--- config.mk ---
export PLATFORM = sky130hd
export DESIGN_NAME = gcm_len_counter
export DESIGN_NICKNAME = d
export VERILOG_FILES = /design/src/rtl/gcm_len_counter.sv
export SDC_FILE = /design/constraint.sdc
export NUM_CORES = 1
export LEC_CHECK = 0
export CAP_MARGIN = 30
export CORE_MARGIN = 3
export CORE_UTILIZATION = 40
export CTS_CLUSTER_DIAMETER = 120
export DETAILED_ROUTE_END_ITERATION = 12
export PLACE_DENSITY = 0.74
export SYNTH_ARGS = -nofsm -noshare
export SYNTH_HDL_FRONTEND = slang
export SYNTH_SLANG_ARGS = --single-unit
--- constraint.sdc ---
create_clock -name clk -period 8.9 [get_ports clk]
set_input_delay 2.67 -clock clk [delete_from_list [all_inputs] [get_ports clk]]
set_output_delay 2.67 -clock clk [all_outputs]
set_load 0.03 [all_outputs]
--- src/rtl/gcm_len_counter.sv ---
// gcm_len_counter: per-message AAD/CT byte counter feeding the GCM length-block builder.
// Optional feature macro: GCM_LEN_LIMIT_CHECK_EN (adds SP 800-38D total-length comparators).
module gcm_len_counter #(
  parameter int unsigned BEAT_BYTES = 16,
  parameter int unsigned CNT_W      = 61
) (
  input  logic                              clk,
  input  logic                              rst,
  input  logic                              start,
  input  logic                              aad_valid,
  input  logic                              ct_valid,
  input  logic [$clog2(BEAT_BYTES):0]       beat_bytes,
  output logic                              beat_ready,
  input  logic                              finish,
  output logic [63:0]                       len_aad_bits,
  output logic [63:0]                       len_ct_bits,
  output logic                              len_valid,
  output logic                              err,
  output logic                              busy
);

  localparam int unsigned BB_W  = $clog2(BEAT_BYTES) + 1;
  localparam int unsigned SUM_W = CNT_W + 1;
  localparam int unsigned LEN_W = 64;

`ifdef GCM_LEN_LIMIT_CHECK_EN
  // Largest legal totals: CT 2^36-32 bytes, AAD 2^61-1 bytes.
  localparam logic [SUM_W-1:0] CT_LIM  = SUM_W'(64'h0000_000F_FFFF_FFE0);
  localparam logic [SUM_W-1:0] AAD_LIM = SUM_W'(64'h1FFF_FFFF_FFFF_FFFF);
`endif

  typedef enum logic [1:0] {
    S_IDLE = 2'd0,
    S_AAD  = 2'd1,
    S_CT   = 2'd2,
    S_DONE = 2'd3
  } state_t;

  state_t             state, state_d;
  logic [CNT_W-1:0]   aad_cnt, aad_cnt_d;
  logic [CNT_W-1:0]   ct_cnt, ct_cnt_d;
  logic               aad_part, aad_part_d;
  logic               ct_part, ct_part_d;
  logic               err_d;

  logic               active;
  logic               bytes_bad;
  logic               partial;
  logic [SUM_W-1:0]   sum;
  logic               sat;
  logic [CNT_W-1:0]   cnt_new;

  // Beat acceptance and state decodes.
  always_comb begin
    active     = (state == S_AAD) || (state == S_CT);
    beat_ready = active && !start && !finish;
    busy       = active;
    len_valid  = (state == S_DONE);
  end

  // Candidate count for the offered beat, with saturation at the counter maximum.
  always_comb begin
    bytes_bad = (beat_bytes == '0) || (beat_bytes > BB_W'(BEAT_BYTES));
    partial   = (beat_bytes < BB_W'(BEAT_BYTES));
    sum       = {1'b0, (ct_valid ? ct_cnt : aad_cnt)} + SUM_W'(beat_bytes);
    sat       = sum[CNT_W];
    cnt_new   = sat ? {CNT_W{1'b1}} : sum[CNT_W-1:0];
  end

  // Next state, counters, phase-closing flags and sticky error.
  always_comb begin
    state_d    = state;
    aad_cnt_d  = aad_cnt;
    ct_cnt_d   = ct_cnt;
    aad_part_d = aad_part;
    ct_part_d  = ct_part;
    err_d      = err;

    if (start) begin
      state_d    = S_AAD;
      aad_cnt_d  = '0;
      ct_cnt_d   = '0;
      aad_part_d = 1'b0;
      ct_part_d  = 1'b0;
      err_d      = 1'b0;
    end else if (active && finish) begin
      state_d = S_DONE;
    end else if (beat_ready && (aad_valid || ct_valid)) begin
      if (aad_valid && ct_valid) begin
        err_d = 1'b1;
      end else if (bytes_bad) begin
        err_d = 1'b1;
      end else if (aad_valid) begin
        // AAD after CT started, or after a partial AAD beat, is rejected.
        if ((state == S_CT) || aad_part) begin
          err_d = 1'b1;
        end else begin
          aad_cnt_d = cnt_new;
          if (partial) aad_part_d = 1'b1;
          if (sat) err_d = 1'b1;
`ifdef GCM_LEN_LIMIT_CHECK_EN
          if (sum > AAD_LIM) err_d = 1'b1;
`endif
        end
      end else begin
        // Only a counted CT beat moves the message into the CT phase.
        if (ct_part) begin
          err_d = 1'b1;
        end else begin
          ct_cnt_d = cnt_new;
          state_d  = S_CT;
          if (partial) ct_part_d = 1'b1;
          if (sat) err_d = 1'b1;
`ifdef GCM_LEN_LIMIT_CHECK_EN
          if (sum > CT_LIM) err_d = 1'b1;
`endif
        end
      end
    end
  end

  // State and datapath registers.
  always_ff @(posedge clk or posedge rst) begin
    if (rst) begin
      state    <= S_IDLE;
      aad_cnt  <= '0;
      ct_cnt   <= '0;
      aad_part <= 1'b0;
      ct_part  <= 1'b0;
      err      <= 1'b0;
    end else begin
      state    <= state_d;
      aad_cnt  <= aad_cnt_d;
      ct_cnt   <= ct_cnt_d;
      aad_part <= aad_part_d;
      ct_part  <= ct_part_d;
      err      <= err_d;
    end
  end

  // Bit counts are the registered byte counts scaled by 8.
  always_comb begin
    len_aad_bits = LEN_W'({aad_cnt, 3'b000});
    len_ct_bits  = LEN_W'({ct_cnt, 3'b000});
  end

endmodule

Yosys cells after proc, flatten, opt, wreduce, memory -nomap -nowiden
Index checks and enable logic that the tools add are counted.
- add/subtract/negate cells: 1
- magnitude comparators: 2
- equality and inequality tests: 13
- multiplexer cells: 48
- reductions and logical operators: 22
- operators with widths (cell ; count):
    two-way mux 61 bit ; 16
    adder 61 x 5 -> 62 bit ; 1
    two-way mux 1 bit ; 25
    two-way mux 2 bit ; 7
    != test 2 bit, second input constant ; 6
    AND reduction 6 bit ; 2
    AND reduction 5 bit ; 2
    != test 3 x 2 -> 1 bit, second input constant ; 3
    AND reduction 7 bit ; 1
    nonzero test 2 bit ; 3
    > comparator 5 bit, second input constant ; 1
    logical AND 1 bit ; 5
    zero test 5 bit ; 1
    < comparator 5 bit, second input constant ; 1
    == test 2 bit, second input constant ; 2
    logical OR 1 bit ; 4
    != test 3 bit, second input constant ; 1
    nonzero test 3 bit ; 1
    == test 2 x 1 -> 1 bit, second input constant ; 1
    zero test 1 bit ; 2
    AND reduction 2 bit ; 1
- register bits after elaboration: 127
- input port bits: 11
- output and inout bits: 132
- word-level logic and storage cells: 92

Depth between registers and ports, before layout
Gate-level depths: netlist (run 1).
- word-level depth: 10
- mapped depth: 18
- depth with buffers taken out: 10

Worst setup path after synthesis (run 1)
OpenSTA, ideal clock, no wires.
- path kind: in2reg
- from: input ct_valid
- to: register ct_cnt[33]
- setup time: 0.075 ns
- arrival time: 6.403 ns
- data required time: 8.825 ns
- slack: 2.422 ns
- stages on the path: 16
- path buffers: 8
- path through: buf_6 > buf_4 > buf_6 > buf_2 > buf_2 > buf_1 > clkbuf_1 > mux2_2 > ha_1 > nand3_1 > nor2_1 > o2111ai_1 > or4_1 > buf_6 > o2bb2ai_2 > o21ai_2
- word-level cells in the longest chain between the ends: 10
- elaborated cells on any way between the ends: 16
- classes of those cells: 1 x add/sub; 1 x eq/ne; 9 x mux; 5 x reduce/logical
- ends and longest elaborated chain (item ; RTL line ; source):
    from (decl) ; 11 ; input logic ct_valid,
    two-way mux 61 bit ; 65 ; sum = {1'b0, (ct_valid ? ct_cnt : aad_cnt)} + SUM_W'(beat_bytes);
    adder 61 x 5 -> 62 bit ; 65 ;
    two-way mux 61 bit ; 67 ; cnt_new = sat ? {CNT_W{1'b1}} : sum[CNT_W-1:0];
    two-way mux 61 bit ; 107 ; if (ct_part) begin
    two-way mux 61 bit ; 93 ; end else if (aad_valid) begin
    two-way mux 61 bit ; 91 ; end else if (bytes_bad) begin
    two-way mux 61 bit ; 89 ; if (aad_valid && ct_valid) begin
    two-way mux 61 bit ; 88 ; end else if (beat_ready && (aad_valid || ct_valid)) begin
    two-way mux 61 bit ; 86 ; end else if (active && finish) begin
    two-way mux 61 bit ; 79 ; if (start) begin
    to (signal assigned) ; 134 ; ct_cnt <= ct_cnt_d;
    to (decl) ; 41 ; logic [CNT_W-1:0] ct_cnt, ct_cnt_d;
Several ways; a longest one is shown, not always the timed one. The select of a mux whose other input is x is not followed.
A chain may end at the register's enable or synchronous reset.

Worst setup path after layout (run 1)
- from: input start
- to: output beat_ready
- word-level cells in the longest chain between the ends: 3
- ends and longest elaborated chain (item ; RTL line ; source):
    from (decl) ; 9 ; input logic start,
    zero test 1 bit ; 56 ; beat_ready = active && !start && !finish;
    logical AND 1 bit (2 in series) ; 56 ;
    to (decl) ; 13 ; output logic beat_ready,
Every way passes these cells.

==> report_table.html, run 1 <==
<table>
<tr><th>Metric</th><th>Value</th></tr>
<tr><th colspan="2">Status</th></tr>
<tr><td>Result of the run</td><td>complete, no violations</td></tr>
<tr><th colspan="2">Clock tree</th></tr>
<tr><td>CTS H-Tree Depth</td><td>4</td></tr>
<tr><td>Clk Tree Root Cell</td><td>clkbuf_16</td></tr>
<tr><td>Post-CTS setup buffers</td><td>0</td></tr>
<tr><td>Clock latency at the later pin of the worst-skew pair</td><td>approximately 0.43 ns</td></tr>
<tr><td>Maximum root-to-sink buffer count</td><td>2</td></tr>
<tr><td>Resized cells post-CTS</td><td>0</td></tr>
<tr><td>Number of buffers inserted for hold repair after clock tree synthesis</td><td>0</td></tr>
<tr><td>Number of clock sinks</td><td>between 100 and 150</td></tr>
<tr><td>Number of clock buffers inserted by TritonCTS</td><td>17</td></tr>
<tr><td>Clock tree from TritonCTS</td><td>built</td></tr>
<tr><td>Clock slew at reported path FFs</td><td>~0.060 ns</td></tr>
<tr><th colspan="2">Synth</th></tr>
<tr><td>Most used flip-flop cell after synthesis</td><td>dfrtp_1</td></tr>
<tr><td>Post-synthesis area per instance</td><td>8.88 µm²</td></tr>
<tr><td>Sequential share of the synthesized area</td><td>0.385</td></tr>
<tr><td>Post-synthesis cell type with the largest combined area</td><td>dfrtp_1</td></tr>
<tr><td>Post-synthesis cell type count</td><td>66</td></tr>
<tr><td>Proportion of synthesized flip-flops having asynchronous set or reset</td><td>1.00</td></tr>
<tr><td>Synth Warn #</td><td>0</td></tr>
<tr><td>Post-Synthesis Cell Area</td><td>0.00826 mm²</td></tr>
<tr><td>Number of cells produced by synthesis</td><td>930</td></tr>
<tr><td>Number of flops mapped to enable cells by yosys</td><td>0</td></tr>
<tr><td>#FFs+latches synth</td><td>127</td></tr>
<tr><td>Share of Yosys cell area claimed by the top area cell type</td><td>0.385</td></tr>
<tr><td>Synth area leaders</td><td>dfrtp_1 38%, mux2i_1 7.9%, nand3_1 5.9%</td></tr>
<tr><th colspan="2">STA</th></tr>
<tr><td>Unrepaired setup endpoints after global routing</td><td>no</td></tr>
<tr><td>Fin Setup TNS</td><td>0 ns</td></tr>
<tr><td>Fin. Hold Viols</td><td>0</td></tr>
<tr><td>Final Max Slew Viols</td><td>0</td></tr>
<tr><td>Clk_skew</td><td>0.0103 ns</td></tr>
<tr><td>Final setup viols</td><td>0</td></tr>
<tr><td>Part of the cycle the worst path needs</td><td>0.815</td></tr>
<tr><td>Slew margin rel.</td><td>0.317</td></tr>
<tr><td>Minimum period implied by the final worst setup slack</td><td>7.26 ns</td></tr>
<tr><td>Least-Margin Pin Slew</td><td>1.02 ns</td></tr>
<tr><td>Upper clock frequency limit</td><td>approximately 140 MHz</td></tr>
<tr><th colspan="2">Global route</th></tr>
<tr><td>Wire length of the first global-routing pass</td><td>40900 µm</td></tr>
<tr><td>GR Util All Layers</td><td>0.226</td></tr>
<tr><td>Antenna violations before repair</td><td>0</td></tr>
<tr><td>Overflow after GRT</td><td>0</td></tr>
<tr><td>Largest net degree at the start of global routing</td><td>108</td></tr>
<tr><td>Number of global-route vias before repair</td><td>slightly below 8k</td></tr>
<tr><th colspan="2">Pwr</th></tr>
<tr><td>IR drop worst, VDD</td><td>0.139 mV</td></tr>
<tr><td>Switching power summed over all nets</td><td>362 µW</td></tr>
<tr><td>Sequential power share</td><td>0.420</td></tr>
<tr><td>Comb pwr share</td><td>0.091</td></tr>
<tr><td>Power per standard cell area</td><td>138 mW/mm²</td></tr>
<tr><td>Leakage</td><td>4.13 nW</td></tr>
<tr><td>Clock share of power</td><td>0.490</td></tr>
<tr><td>Switching power as a share of total power</td><td>0.253</td></tr>
<tr><td>Internal</td><td>1.07 mW</td></tr>
<tr><th colspan="2">Final layout</th></tr>
<tr><td>Fraction of final layout cells sized beyond drive strength 1</td><td>0.0833</td></tr>
<tr><td>Relative area change from synthesis to final layout</td><td>25.0%</td></tr>
<tr><td>Post-route cell area</td><td>0.0103 mm²</td></tr>
<tr><td>Number of antenna repair diodes</td><td>0</td></tr>
<tr><td>Reg area</td><td>0.00318 mm²</td></tr>
<tr><td>Filler cell count in the final layout</td><td>around 1.8k</td></tr>
<tr><td>Multi-input gate area</td><td>0.00469 mm²</td></tr>
<tr><td>Number of nets in the layout</td><td>around 1.1k</td></tr>
<tr><th colspan="2">Critical path</th></tr>
<tr><td>Cell-by-cell trace of the critical path</td><td>clkdlybuf4s50_1 -&gt; nor3_1 -&gt; clkdlybuf4s50_1</td></tr>
<tr><td>Worst path slowest cell</td><td>clkdlybuf4s50_1</td></tr>
<tr><td>CP Data Arrival Time</td><td>between 4 and 5 ns</td></tr>
<tr><td>Kind of capture point of the worst setup path</td><td>primary output</td></tr>
<tr><td>Required time at the endpoint of the critical path</td><td>6.23 ns</td></tr>
<tr><td>Classification of the worst setup path</td><td>input pin to primary output</td></tr>
<tr><td>Max stage delay on crit path</td><td>0.81 ns</td></tr>
<tr><td>Maximum fanout along the worst path</td><td>7</td></tr>
<tr><td>CP bufs+invs</td><td>2</td></tr>
<tr><td>Top cell family by delay on the critical path</td><td>buffers and inverters</td></tr>
<tr><td>Kind of start point of the critical path</td><td>input pin</td></tr>
<tr><td>Most numerous cell on the critical path</td><td>clkdlybuf4s50_1</td></tr>
<tr><th colspan="2">Placement</th></tr>
<tr><td>PortBufs</td><td>136</td></tr>
<tr><td>HPWL after detailed placement</td><td>about 17000 µm</td></tr>
<tr><td>Dpl cell area</td><td>0.00972 mm²</td></tr>
<tr><td>Routability-driven placement congestion ratio</td><td>0.872</td></tr>
<tr><th colspan="2">Die</th></tr>
<tr><td>Area of the placeable core</td><td>between 0.015 and 0.02 mm²</td></tr>
<tr><td>Die Y</td><td>~150 µm</td></tr>
<tr><td>Placement Rows</td><td>51</td></tr>
<tr><td>Die Outline Area</td><td>0.0224 mm²</td></tr>
<tr><td>Die Width</td><td>150 µm</td></tr>
<tr><td>Number of placed I/O pins</td><td>143</td></tr>
<tr><td>Initial core utilization</td><td>0.416</td></tr>
<tr><th colspan="2">Routing</th></tr>
<tr><td>Routed length per placed instance</td><td>about 19 µm</td></tr>
<tr><td>Aggregate routed wire length</td><td>~25000 µm</td></tr>
<tr><td>Drt first pass iters</td><td>7</td></tr>
<tr><td>Drt drc</td><td>0</td></tr>
<tr><td>Final ANT Viol Nets</td><td>0</td></tr>
<tr><td>Iter 0 DRT Violations</td><td>656</td></tr>
<tr><td>Vias per cell</td><td>6.03</td></tr>
<tr><td>Number of vias in the routed layout</td><td>7895</td></tr>
<tr><th colspan="2">Worst hold path</th></tr>
<tr><td>Classification of the worst-slack hold path</td><td>flip-flop to flip-flop</td></tr>
<tr><th colspan="2">Job</th></tr>
<tr><td># Max-Cap Violations</td><td>0</td></tr>
</table>
[registers in the layout, indices dropped and copies added, names as in the netlist]
name      count
ct_part       1
aad_cnt      61
aad_part      1
state         2
ct_cnt       61
err           1
[synth_stat cells (4+ instances only)]
library cell / n
dfrtp_1: 127
nand3_1: 98
a21oi_1: 80
o21ai_0: 80
mux2i_1: 65
nor2_1: 65
nand2_1: 42
clkbuf_1: 38
a31oi_1: 26
xor2_1: 26
nand3b_1: 23
nand4_1: 20
mux2_2: 19
nor3_1: 19
a22oi_1: 15
xnor2_1: 15
buf_2: 14
nor4_1: 14
nand4b_1: 12
inv_1: 11
buf_4: 10
ha_1: 7
o31ai_1: 6
and3_1: 5
buf_1: 5
nor2b_1: 5
o211ai_1: 5
a211oi_1: 4
a31o_2: 4
and2_1: 4
buf_6: 4
o21ai_1: 4
[routing by layer]
metal  GRT usage  vias to the layer above  part of all wire  routed length [µm]
met3      0.0418                       54             0.069                1740
met5           0                        -                 0                   0
met2       0.364                      301              0.48               12000
li1            -                     3669                 -                   -
met1       0.305                     3871              0.43               10800
met4      0.0860                        0             0.023                 569
[power groups by stage]
stage / Sequential [mW] / Combinational [mW] / Clock (mW)
2_1_floorplan: 0.622 / 0.0749 / 0
6_report: 0.599 / 0.129 / 0.699
4_1_cts: 0.599 / 0.129 / 0.704
5_1_grt: 0.600 / 0.140 / 0.730
3_5_place_dp: 0.609 / 0.128 / 0
3_3_place_gp: 0.609 / 0.126 / 0
[layout by cell type (no fill, tap or decap), types with 17 or more instances in the layout]
cell	instances
nand3b_1	23
o21ai_0	80
a21oi_1	80
nand2_1	42
dfrtp_1	127
nor2_1	65
nand4_1	20
mux2_2	19
clkdlybuf4s50_1	135
a31oi_1	26
nand3_1	97
xor2_1	26
nor3_1	19
mux2i_1	65
clkbuf_16	17
[worst register-to-register path, cell delays in order (launching register included)]
cell,delay (ns)
dfrtp_1,0.47
nand4_2,0.19
a222oi_1,0.86
nand4_2,0.41
or4_1,1.06
o2bb2ai_2,0.31
o21ai_2,0.13
[stage by stage]
step / hold slack [ns] / setup WS (ns) / util / std cells / power (mW)
final: 0.503 / 1.64 / 0.521 / 1309 / 1.43
after global routing: 0.522 / 1.55 / 0.521 / 1309 / 1.47
after CTS: 0.511 / 1.65 / 0.519 / 1308 / 1.43
after detailed placement: 0.500 / 1.68 / 0.490 / 1276 / 0.737
after global placement: 0.486 / 1.70 / 0.488 / 1274 / 0.735
after floorplan: 0.464 / 2.42 / - / 935 / 0.696
[path summary, 6_finish.rpt]
path                       cells past startpoint       start  slack [ns]          to
setup / recovery                               3       start        1.64  beat_ready
hold / removal                                 2     ct_part        0.50     ct_part
setup reg to reg                               6  ct_cnt[45]        5.40  ct_cnt[33]
hold reg to reg                                2     ct_part        0.50     ct_part
max in group asynchronous                      4         rst        5.19  ct_cnt[26]
min in group asynchronous                      2         rst        2.71   ct_cnt[0]
[cells by family (layout without fill, tap and decap cells)]
family	Yosys count	in the layout	share of synthesized area
flip-flops	127	127	0.385
other	1	6	0.000454
AND/OR/NAND/NOR	330	330	0.217
adder cells (fa/ha/maj)	8	8	0.0130
buffers and inverters	84	193	0.0512
XOR/XNOR	41	41	0.0435
AO/OA/AOI/OAI	255	255	0.185
multiplexers	84	84	0.105
[area by class of cell]
cell class                      instances  share of cell area
Tap cell                              265              0.0321
Sequential cell                       127               0.308
Clock buffer                           23              0.0463
Timing Repair Buffer                  150               0.145
Inverter                               11             0.00436
Clock inverter                          9              0.0105
Multi-Input combinational cell        724               0.454
Note: power is estimated with default switching activity, not from simulation.
==> run 2: changes to the inputs <==
clock period = 6.75 ns   (was 8.9 ns; I/O delays follow)
==> report_table.html, run 2 (same netlist as run 1, synthesis figures left out) <==
<table>
<tr><th>Metric</th><th>Value</th></tr>
<tr><th colspan="2">Critical path</th></tr>
<tr><td>Classification of the worst setup path</td><td>input pin to primary output</td></tr>
<tr><td>Maximum fanout along the worst path</td><td>7 (unchanged)</td></tr>
<tr><td>CP Data Arrival Time</td><td>3.96 ns (-0.63 ns)</td></tr>
<tr><td>Required time at the endpoint of the critical path</td><td>4.72 ns (-1.51 ns)</td></tr>
<tr><td>Kind of start point of the critical path</td><td>input pin</td></tr>
<tr><td>Reg2Reg Capture Point</td><td>ct_cnt[33]</td></tr>
<tr><td>Kind of capture point of the worst setup path</td><td>primary output</td></tr>
<tr><td>FF-to-FF Start</td><td>ct_cnt[45]</td></tr>
<tr><td>Worst r2r path cells</td><td>6 (unchanged)</td></tr>
<tr><td>Worst R2R Setup Slack</td><td>3.32 ns (-2.08 ns)</td></tr>
<tr><th colspan="2">Global route</th></tr>
<tr><td>Wire length of the first global-routing pass</td><td>40600 µm (-0.76%)</td></tr>
<tr><td>GR Util All Layers</td><td>0.224 (-0.00252)</td></tr>
<tr><td>Antenna violations before repair</td><td>0 (unchanged)</td></tr>
<tr><td>Overflow after GRT</td><td>0 (unchanged)</td></tr>
<tr><td>Largest net degree at the start of global routing</td><td>82 (-24%)</td></tr>
<tr><td>Number of global-route vias before repair</td><td>7725 (-1.5%)</td></tr>
<tr><th colspan="2">Routing</th></tr>
<tr><td>Drt first pass iters</td><td>5 (-2)</td></tr>
<tr><td>Final ANT Viol Nets</td><td>0 (unchanged)</td></tr>
<tr><td>Number of vias in the routed layout</td><td>8000 (+1.3%)</td></tr>
<tr><td>Routed length per placed instance</td><td>19.2 µm (about the same)</td></tr>
<tr><td>Drt drc</td><td>0 (unchanged)</td></tr>
<tr><td>Iter 0 DRT Violations</td><td>690 (+5.2%)</td></tr>
<tr><td>Aggregate routed wire length</td><td>25200 µm (+0.37%)</td></tr>
<tr><td>Vias per cell</td><td>6.08 (+0.87%)</td></tr>
<tr><th colspan="2">Clock tree</th></tr>
<tr><td>Resized cells post-CTS</td><td>0 (unchanged)</td></tr>
<tr><td>Clk Tree Root Cell</td><td>clkbuf_16</td></tr>
<tr><td>Number of clock buffers inserted by TritonCTS</td><td>17 (unchanged)</td></tr>
<tr><td>Number of buffers inserted for hold repair after clock tree synthesis</td><td>0 (unchanged)</td></tr>
<tr><td>CTS H-Tree Depth</td><td>4 (unchanged)</td></tr>
<tr><td>Clock slew at reported path FFs</td><td>0.06 ns (about the same)</td></tr>
<tr><td>Post-CTS setup buffers</td><td>0 (unchanged)</td></tr>
<tr><td>Clock latency at the later pin of the worst-skew pair</td><td>0.43 ns (about the same)</td></tr>
<tr><td>Number of clock sinks</td><td>127 (unchanged)</td></tr>
<tr><td>Clock tree from TritonCTS</td><td>built</td></tr>
<tr><td>Maximum root-to-sink buffer count</td><td>2 (unchanged)</td></tr>
<tr><th colspan="2">Pwr</th></tr>
<tr><td>Clock share of power</td><td>0.483 (-0.007)</td></tr>
<tr><td>Internal</td><td>1.37 mW (+29%)</td></tr>
<tr><td>Power per standard cell area</td><td>180 mW/mm² (+30%)</td></tr>
<tr><td>Switching power summed over all nets</td><td>489 µW (+35%)</td></tr>
<tr><td>Sequential power share</td><td>0.425 (+0.005)</td></tr>
<tr><td>Leakage</td><td>4.15 nW (+0.50%)</td></tr>
<tr><td>IR drop worst, VDD</td><td>0.176 mV (+27%)</td></tr>
<tr><td>Switching power as a share of total power</td><td>0.263 (+0.00971)</td></tr>
<tr><td>Comb pwr share</td><td>0.092 (about the same)</td></tr>
<tr><th colspan="2">Final layout</th></tr>
<tr><td>Fraction of final layout cells sized beyond drive strength 1</td><td>0.0914 (+0.00810)</td></tr>
<tr><td>Number of nets in the layout</td><td>1056 (+0.57%)</td></tr>
<tr><td>Top Registers</td><td>aad_cnt: 61 flops, ct_cnt: 61 flops, state: 2 flops</td></tr>
<tr><td>Number of antenna repair diodes</td><td>0 (unchanged)</td></tr>
<tr><td>Relative area change from synthesis to final layout</td><td>25.2%</td></tr>
<tr><td>Commonest non-fill, non-tap cell in the layout</td><td>clkdlybuf4s50_1</td></tr>
<tr><td>Commonest non-fill, non-tap cells in the layout</td><td>135 x clkdlybuf4s50_1, 127 x dfrtp_1, 97 x nand3_1</td></tr>
<tr><td>Filler cell count in the final layout</td><td>1797 (-0.28%)</td></tr>
<tr><th colspan="2">Die</th></tr>
<tr><td>Die Outline Area</td><td>0.0224 mm² (unchanged)</td></tr>
<tr><td>Die Y</td><td>150 µm (unchanged)</td></tr>
<tr><td>Initial core utilization</td><td>0.416 (unchanged)</td></tr>
<tr><td>Area of the placeable core</td><td>0.0198 mm² (unchanged)</td></tr>
<tr><td>Die Width</td><td>150 µm (unchanged)</td></tr>
<tr><td>Placement Rows</td><td>51 (unchanged)</td></tr>
<tr><td>Number of placed I/O pins</td><td>143 (unchanged)</td></tr>
<tr><th colspan="2">STA</th></tr>
<tr><td>Fin Setup TNS</td><td>0 ns (unchanged)</td></tr>
<tr><td>Part of the cycle the worst path needs</td><td>0.887</td></tr>
<tr><td>Upper clock frequency limit</td><td>between 150 and 200 MHz</td></tr>
<tr><td>Slew margin rel.</td><td>0.303 (-0.0134)</td></tr>
<tr><td>Worst hold slack after final layout</td><td>0.515 ns (+0.0126 ns)</td></tr>
<tr><td>Final setup viols</td><td>0 (unchanged)</td></tr>
<tr><td>Clk_skew</td><td>0.0107 ns (+0.000344 ns)</td></tr>
<tr><td>Fin. Hold Viols</td><td>0 (unchanged)</td></tr>
<tr><td>Unrepaired setup endpoints after global routing</td><td>no</td></tr>
<tr><td>Final Max Slew Viols</td><td>0 (unchanged)</td></tr>
<tr><td>Least-Margin Pin Slew</td><td>1.04 ns (+0.0201 ns)</td></tr>
<tr><td>Minimum period implied by the final worst setup slack</td><td>between 5 and 6 ns</td></tr>
<tr><th colspan="2">Worst hold path</th></tr>
<tr><td>Capture endpoint of the worst hold path</td><td>ct_part</td></tr>
<tr><td>Classification of the worst-slack hold path</td><td>flip-flop to flip-flop</td></tr>
<tr><td>HP Start</td><td>ct_part</td></tr>
<tr><td>Instance count along the most critical hold path</td><td>2 (unchanged)</td></tr>
<tr><th colspan="2">Placement</th></tr>
<tr><td>PortBufs</td><td>136 (unchanged)</td></tr>
<tr><td>HPWL after detailed placement</td><td>16800 µm (+1.4%)</td></tr>
<tr><td>Routability-driven placement congestion ratio</td><td>0.870 (-0.15%)</td></tr>
<tr><th colspan="2">Status</th></tr>
<tr><td>Result of the run</td><td>complete, no violations</td></tr>
<tr><th colspan="2">Job</th></tr>
<tr><td># Max-Cap Violations</td><td>0 (unchanged)</td></tr>
</table>
## run 2: cell count changes in the layout (fill, tap and decap cells not counted), sizes merged
| cell | delta |
|---|---|
| clkinv | +2 |
| clkbuf | -3 |
| inv | +2 |
| bufinv | -1 |
| buf | +6 |
## run 2: area by class of cell
class	instances	area [µm²]	area share
Clock buffer	20	467	0.0451
Clock inverter	12	110	0.0106
Inverter	11	45.0	0.00435
Multi-Input combinational cell	724	4690	0.453
Sequential cell	127	3180	0.307
Tap cell	265	332	0.0320
Timing Repair Buffer	156	1530	0.147
## run 2: critical path: stages
cell	delay, ns
clkdlybuf4s50_1	0.54
nor3_1	0.57
clkdlybuf4s50_1	0.82
## run 2: worst max path at each step
stage	slack, ns	to	startpoint
finish	0.76	beat_ready	start
global route	0.70	beat_ready	start
CTS	0.78	beat_ready	start
detailed placement	0.79	beat_ready	start
global placement	0.88	beat_ready	start
floorplan	0.92	ct_cnt[33]	ct_valid
## run 2: stage by stage
step	total power [mW]	worst slack, ns	cell area [µm²]	cells	util
after floorplan	0.918	0.917	8280	935	-
after global placement	0.970	0.883	9750	1282	0.491
after detailed placement	0.974	0.786	9770	1283	0.492
after CTS	1.86	0.780	10300	1315	0.521
after global routing	1.92	0.698	10300	1315	0.521
final	1.86	0.764	10300	1315	0.521
## run 2: power groups by stage
stage	Clock, mW	Sequential [mW]	Combinational (mW)
finish	0.897	0.790	0.171
CTS	0.903	0.789	0.172
detailed placement	0	0.803	0.171
floorplan	0	0.820	0.0988
global placement	0	0.803	0.167
global route	0.939	0.791	0.186
## run 2: per-layer routing
layer  GRT usage  vias to the layer above  part of all wire  wire, µm
li1            -                     3670                 -         -
met1       0.301                     3937              0.43     10800
met2       0.367                      348              0.48     12100
met3      0.0403                       45             0.072      1810
met4      0.0732                        0             0.020       494
met5           0                        -                 0         0
==> run 3: changes to the inputs <==
CORE_UTILIZATION = 54   (was 40)
PLACE_DENSITY = 0.92   (was 0.74)
==> report_table.html, run 3 (same netlist as run 1, synthesis figures left out) <==
<table>
<tr><th>Metric</th><th>Value</th></tr>
<tr><th colspan="2">Status</th></tr>
<tr><td>Result of the run</td><td>complete, no violations</td></tr>
<tr><th colspan="2">Die</th></tr>
<tr><td>Area of the placeable core</td><td>0.0148 mm² (-26%)</td></tr>
<tr><td>Initial core utilization</td><td>0.560 (+0.144)</td></tr>
<tr><td>Die Width</td><td>130 µm (-13%)</td></tr>
<tr><td>Placement Rows</td><td>44 (-14%)</td></tr>
<tr><td>Number of placed I/O pins</td><td>143 (unchanged)</td></tr>
<tr><td>Die Y</td><td>130 µm (-13%)</td></tr>
<tr><td>Die Outline Area</td><td>0.0168 mm² (-25%)</td></tr>
<tr><th colspan="2">Final layout</th></tr>
<tr><td>Fraction of final layout cells sized beyond drive strength 1</td><td>0.0870 (-0.00443)</td></tr>
<tr><td>Final non-filler cell total</td><td>1230 (-6.5%)</td></tr>
<tr><td>Commonest non-fill, non-tap cell in the layout</td><td>clkdlybuf4s50_1</td></tr>
<tr><td>Number of nets in the layout</td><td>1052 (-0.38%)</td></tr>
<tr><td>Number of antenna repair diodes</td><td>0 (unchanged)</td></tr>
<tr><td>Top Registers</td><td>aad_cnt: 61 flops, ct_cnt: 61 flops, state: 2 flops</td></tr>
<tr><td>Commonest non-fill, non-tap cells in the layout</td><td>135 x clkdlybuf4s50_1, 127 x dfrtp_1, 97 x nand3_1</td></tr>
<tr><td>Relative area change from synthesis to final layout</td><td>24.7%</td></tr>
<tr><th colspan="2">Pwr</th></tr>
<tr><td>Leakage</td><td>4.18 nW (+0.54%)</td></tr>
<tr><td>Power per standard cell area</td><td>191 mW/mm² (+6.2%)</td></tr>
<tr><td>Total power of the final layout</td><td>1.96 mW (+5.7%)</td></tr>
<tr><td>IR drop worst, VDD</td><td>0.163 mV (-7.7%)</td></tr>
<tr><th colspan="2">Clock tree</th></tr>
<tr><td>Clk Tree Root Cell</td><td>clkbuf_16</td></tr>
<tr><td>Post-CTS setup buffers</td><td>0 (unchanged)</td></tr>
<tr><td>Clock slew at reported path FFs</td><td>0.06 ns (about the same)</td></tr>
<tr><td>Number of buffers inserted for hold repair after clock tree synthesis</td><td>0 (unchanged)</td></tr>
<tr><td>Resized cells post-CTS</td><td>0 (unchanged)</td></tr>
<tr><td>Clock latency at the later pin of the worst-skew pair</td><td>0.43 ns (about the same)</td></tr>
<tr><td>CTS H-Tree Depth</td><td>4 (unchanged)</td></tr>
<tr><td>Maximum root-to-sink buffer count</td><td>2 (unchanged)</td></tr>
<tr><td>Clock tree from TritonCTS</td><td>built</td></tr>
<tr><td>Number of clock buffers inserted by TritonCTS</td><td>17 (unchanged)</td></tr>
<tr><td>Number of clock sinks</td><td>127 (unchanged)</td></tr>
<tr><th colspan="2">Critical path</th></tr>
<tr><td>Maximum fanout along the worst path</td><td>7 (unchanged)</td></tr>
<tr><td>Max stage delay on crit path</td><td>0.68 ns (-0.14 ns)</td></tr>
<tr><td>Required time at the endpoint of the critical path</td><td>4.72 ns (about the same)</td></tr>
<tr><td>Worst path slowest cell</td><td>clkdlybuf4s50_1</td></tr>
<tr><td>Kind of start point of the critical path</td><td>input pin</td></tr>
<tr><td>Top cell family by delay on the critical path</td><td>buffers and inverters</td></tr>
<tr><td>Cell-by-cell trace of the critical path</td><td>clkdlybuf4s50_1 -&gt; nor3_1 -&gt; buf_4 -&gt; clkdlybuf4s50_1</td></tr>
<tr><td>Classification of the worst setup path</td><td>input pin to primary output</td></tr>
<tr><td>CP bufs+invs</td><td>3 (+1)</td></tr>
<tr><td>Most numerous cell on the critical path</td><td>clkdlybuf4s50_1</td></tr>
<tr><td>CP Data Arrival Time</td><td>3.64 ns (-0.32 ns)</td></tr>
<tr><td>Kind of capture point of the worst setup path</td><td>primary output</td></tr>
<tr><th colspan="2">Global route</th></tr>
<tr><td>Wire length of the first global-routing pass</td><td>40300 µm (-0.73%)</td></tr>
<tr><td>Antenna violations before repair</td><td>0 (unchanged)</td></tr>
<tr><td>Largest net degree at the start of global routing</td><td>86 (+4.9%)</td></tr>
<tr><td>Overflow after GRT</td><td>0 (unchanged)</td></tr>
<tr><td>Number of global-route vias before repair</td><td>7955 (+3.0%)</td></tr>
<tr><td>GR Util All Layers</td><td>0.298 (+0.0739)</td></tr>
<tr><th colspan="2">STA</th></tr>
<tr><td>Unrepaired setup endpoints after global routing</td><td>no</td></tr>
<tr><td>Part of the cycle the worst path needs</td><td>0.839 (-0.0481)</td></tr>
<tr><td>Clk_skew</td><td>0.00992 ns (-0.000739 ns)</td></tr>
<tr><td>Fin Setup TNS</td><td>0 ns (unchanged)</td></tr>
<tr><td>Least-Margin Pin Slew</td><td>1.05 ns (+0.00399 ns)</td></tr>
<tr><td>Upper clock frequency limit</td><td>177 MHz (+5.7%)</td></tr>
<tr><td>Slew margin rel.</td><td>0.302 (-0.00191)</td></tr>
<tr><td>Final Max Slew Viols</td><td>0 (unchanged)</td></tr>
<tr><td>Minimum period implied by the final worst setup slack</td><td>5.66 ns (-0.325 ns)</td></tr>
<tr><td>Fin. Hold Viols</td><td>0 (unchanged)</td></tr>
<tr><td>Final setup viols</td><td>0 (unchanged)</td></tr>
<tr><th colspan="2">Routing</th></tr>
<tr><td>Aggregate routed wire length</td><td>25100 µm (-0.54%)</td></tr>
<tr><td>Number of vias in the routed layout</td><td>8291 (+3.6%)</td></tr>
<tr><td>Final ANT Viol Nets</td><td>0 (unchanged)</td></tr>
<tr><td>Drt drc</td><td>0 (unchanged)</td></tr>
<tr><td>Iter 0 DRT Violations</td><td>1101 (+60%)</td></tr>
<tr><td>Drt first pass iters</td><td>7 (+2)</td></tr>
<tr><td>Vias per cell</td><td>6.74 (+11%)</td></tr>
<tr><td>Routed length per placed instance</td><td>20.4 µm (+6.3%)</td></tr>
<tr><th colspan="2">Worst hold path</th></tr>
<tr><td>Classification of the worst-slack hold path</td><td>flip-flop to flip-flop</td></tr>
<tr><th colspan="2">Placement</th></tr>
<tr><td>Instance count after placement with tap cells included</td><td>1198 (-6.6%)</td></tr>
<tr><td>PortBufs</td><td>136 (unchanged)</td></tr>
<tr><td>Routability-driven placement congestion ratio</td><td>0.888 (+2.0%)</td></tr>
<tr><td>HPWL after detailed placement</td><td>16300 µm (-3.0%)</td></tr>
<tr><th colspan="2">Job</th></tr>
<tr><td># Max-Cap Violations</td><td>0 (unchanged)</td></tr>
</table>
run 3: changes by cell type in the layout (fill, tap and decap cells not counted), sizes merged:
cell      change
clkinv        -3
clkbuf        +2
bufinv        +3
clkinvlp      -1
buf           -4
inv           -1
run 3: cell type report:
cell class | instances | area, µm²
well taps | 184 | 230
inverters | 11 | 43.8
multi-input cells | 724 | 4690
flip-flops and latches | 127 | 3180
clock inverters | 10 | 158
clock buffers | 22 | 484
repair buffers | 152 | 1520
fillers | 1070 | 4450
run 3: through the flow:
step           area, µm²  hold slack (ns)  utilization  worst slack, ns
3_3_place_gp        9640            0.487        0.654             1.11
4_1_cts            10300            0.518        0.698             1.10
6_report           10300            0.521        0.698             1.09
3_5_place_dp        9660            0.499        0.655             1.02
5_1_grt            10300            0.535        0.698             1.03
2_1_floorplan       8280            0.464            -            0.917
run 3: worst register-to-register path: cells and delay by family (launching register included):
family / cells / cell delay [ns]
buf+inv: 1 / 0.06
simple gates: 3 / 1.04
compound gates: 2 / 0.85
flops: 1 / 0.37
fa+ha+maj: 2 / 0.59
mux: 2 / 0.43
run 3: layer usage:
metal,up-vias,part of all wire,GRT usage
met2,534,0.48,0.481
met4,0,0.028,0.120
met1,4016,0.40,0.396
met5,-,0,0
met3,74,0.091,0.0589
li1,3667,-,-
run 3: final timing paths:
check | end | from | slack [ns] | depth (start not counted)
worst min-delay path | ct_part | ct_part | 0.52 | 2
worst max-delay path | beat_ready | start | 1.09 | 4
max in group asynchronous | aad_cnt[33] | rst | 3.98 | 3
worst min register to register | ct_part | ct_part | 0.52 | 2
worst max register to register | aad_cnt[46] | ct_cnt[0] | 3.27 | 10
min in group asynchronous | aad_part | rst | 2.19 | 3
run 3: power by group:
part	total [mW]	switching [mW]	internal (mW)	leakage, nW
registers	0.790	0.0169	0.773	1.76
logic	0.172	0.112	0.0597	2.11
clock network	1.00	0.347	0.655	0.308
total	1.96	0.476	1.49	4.18
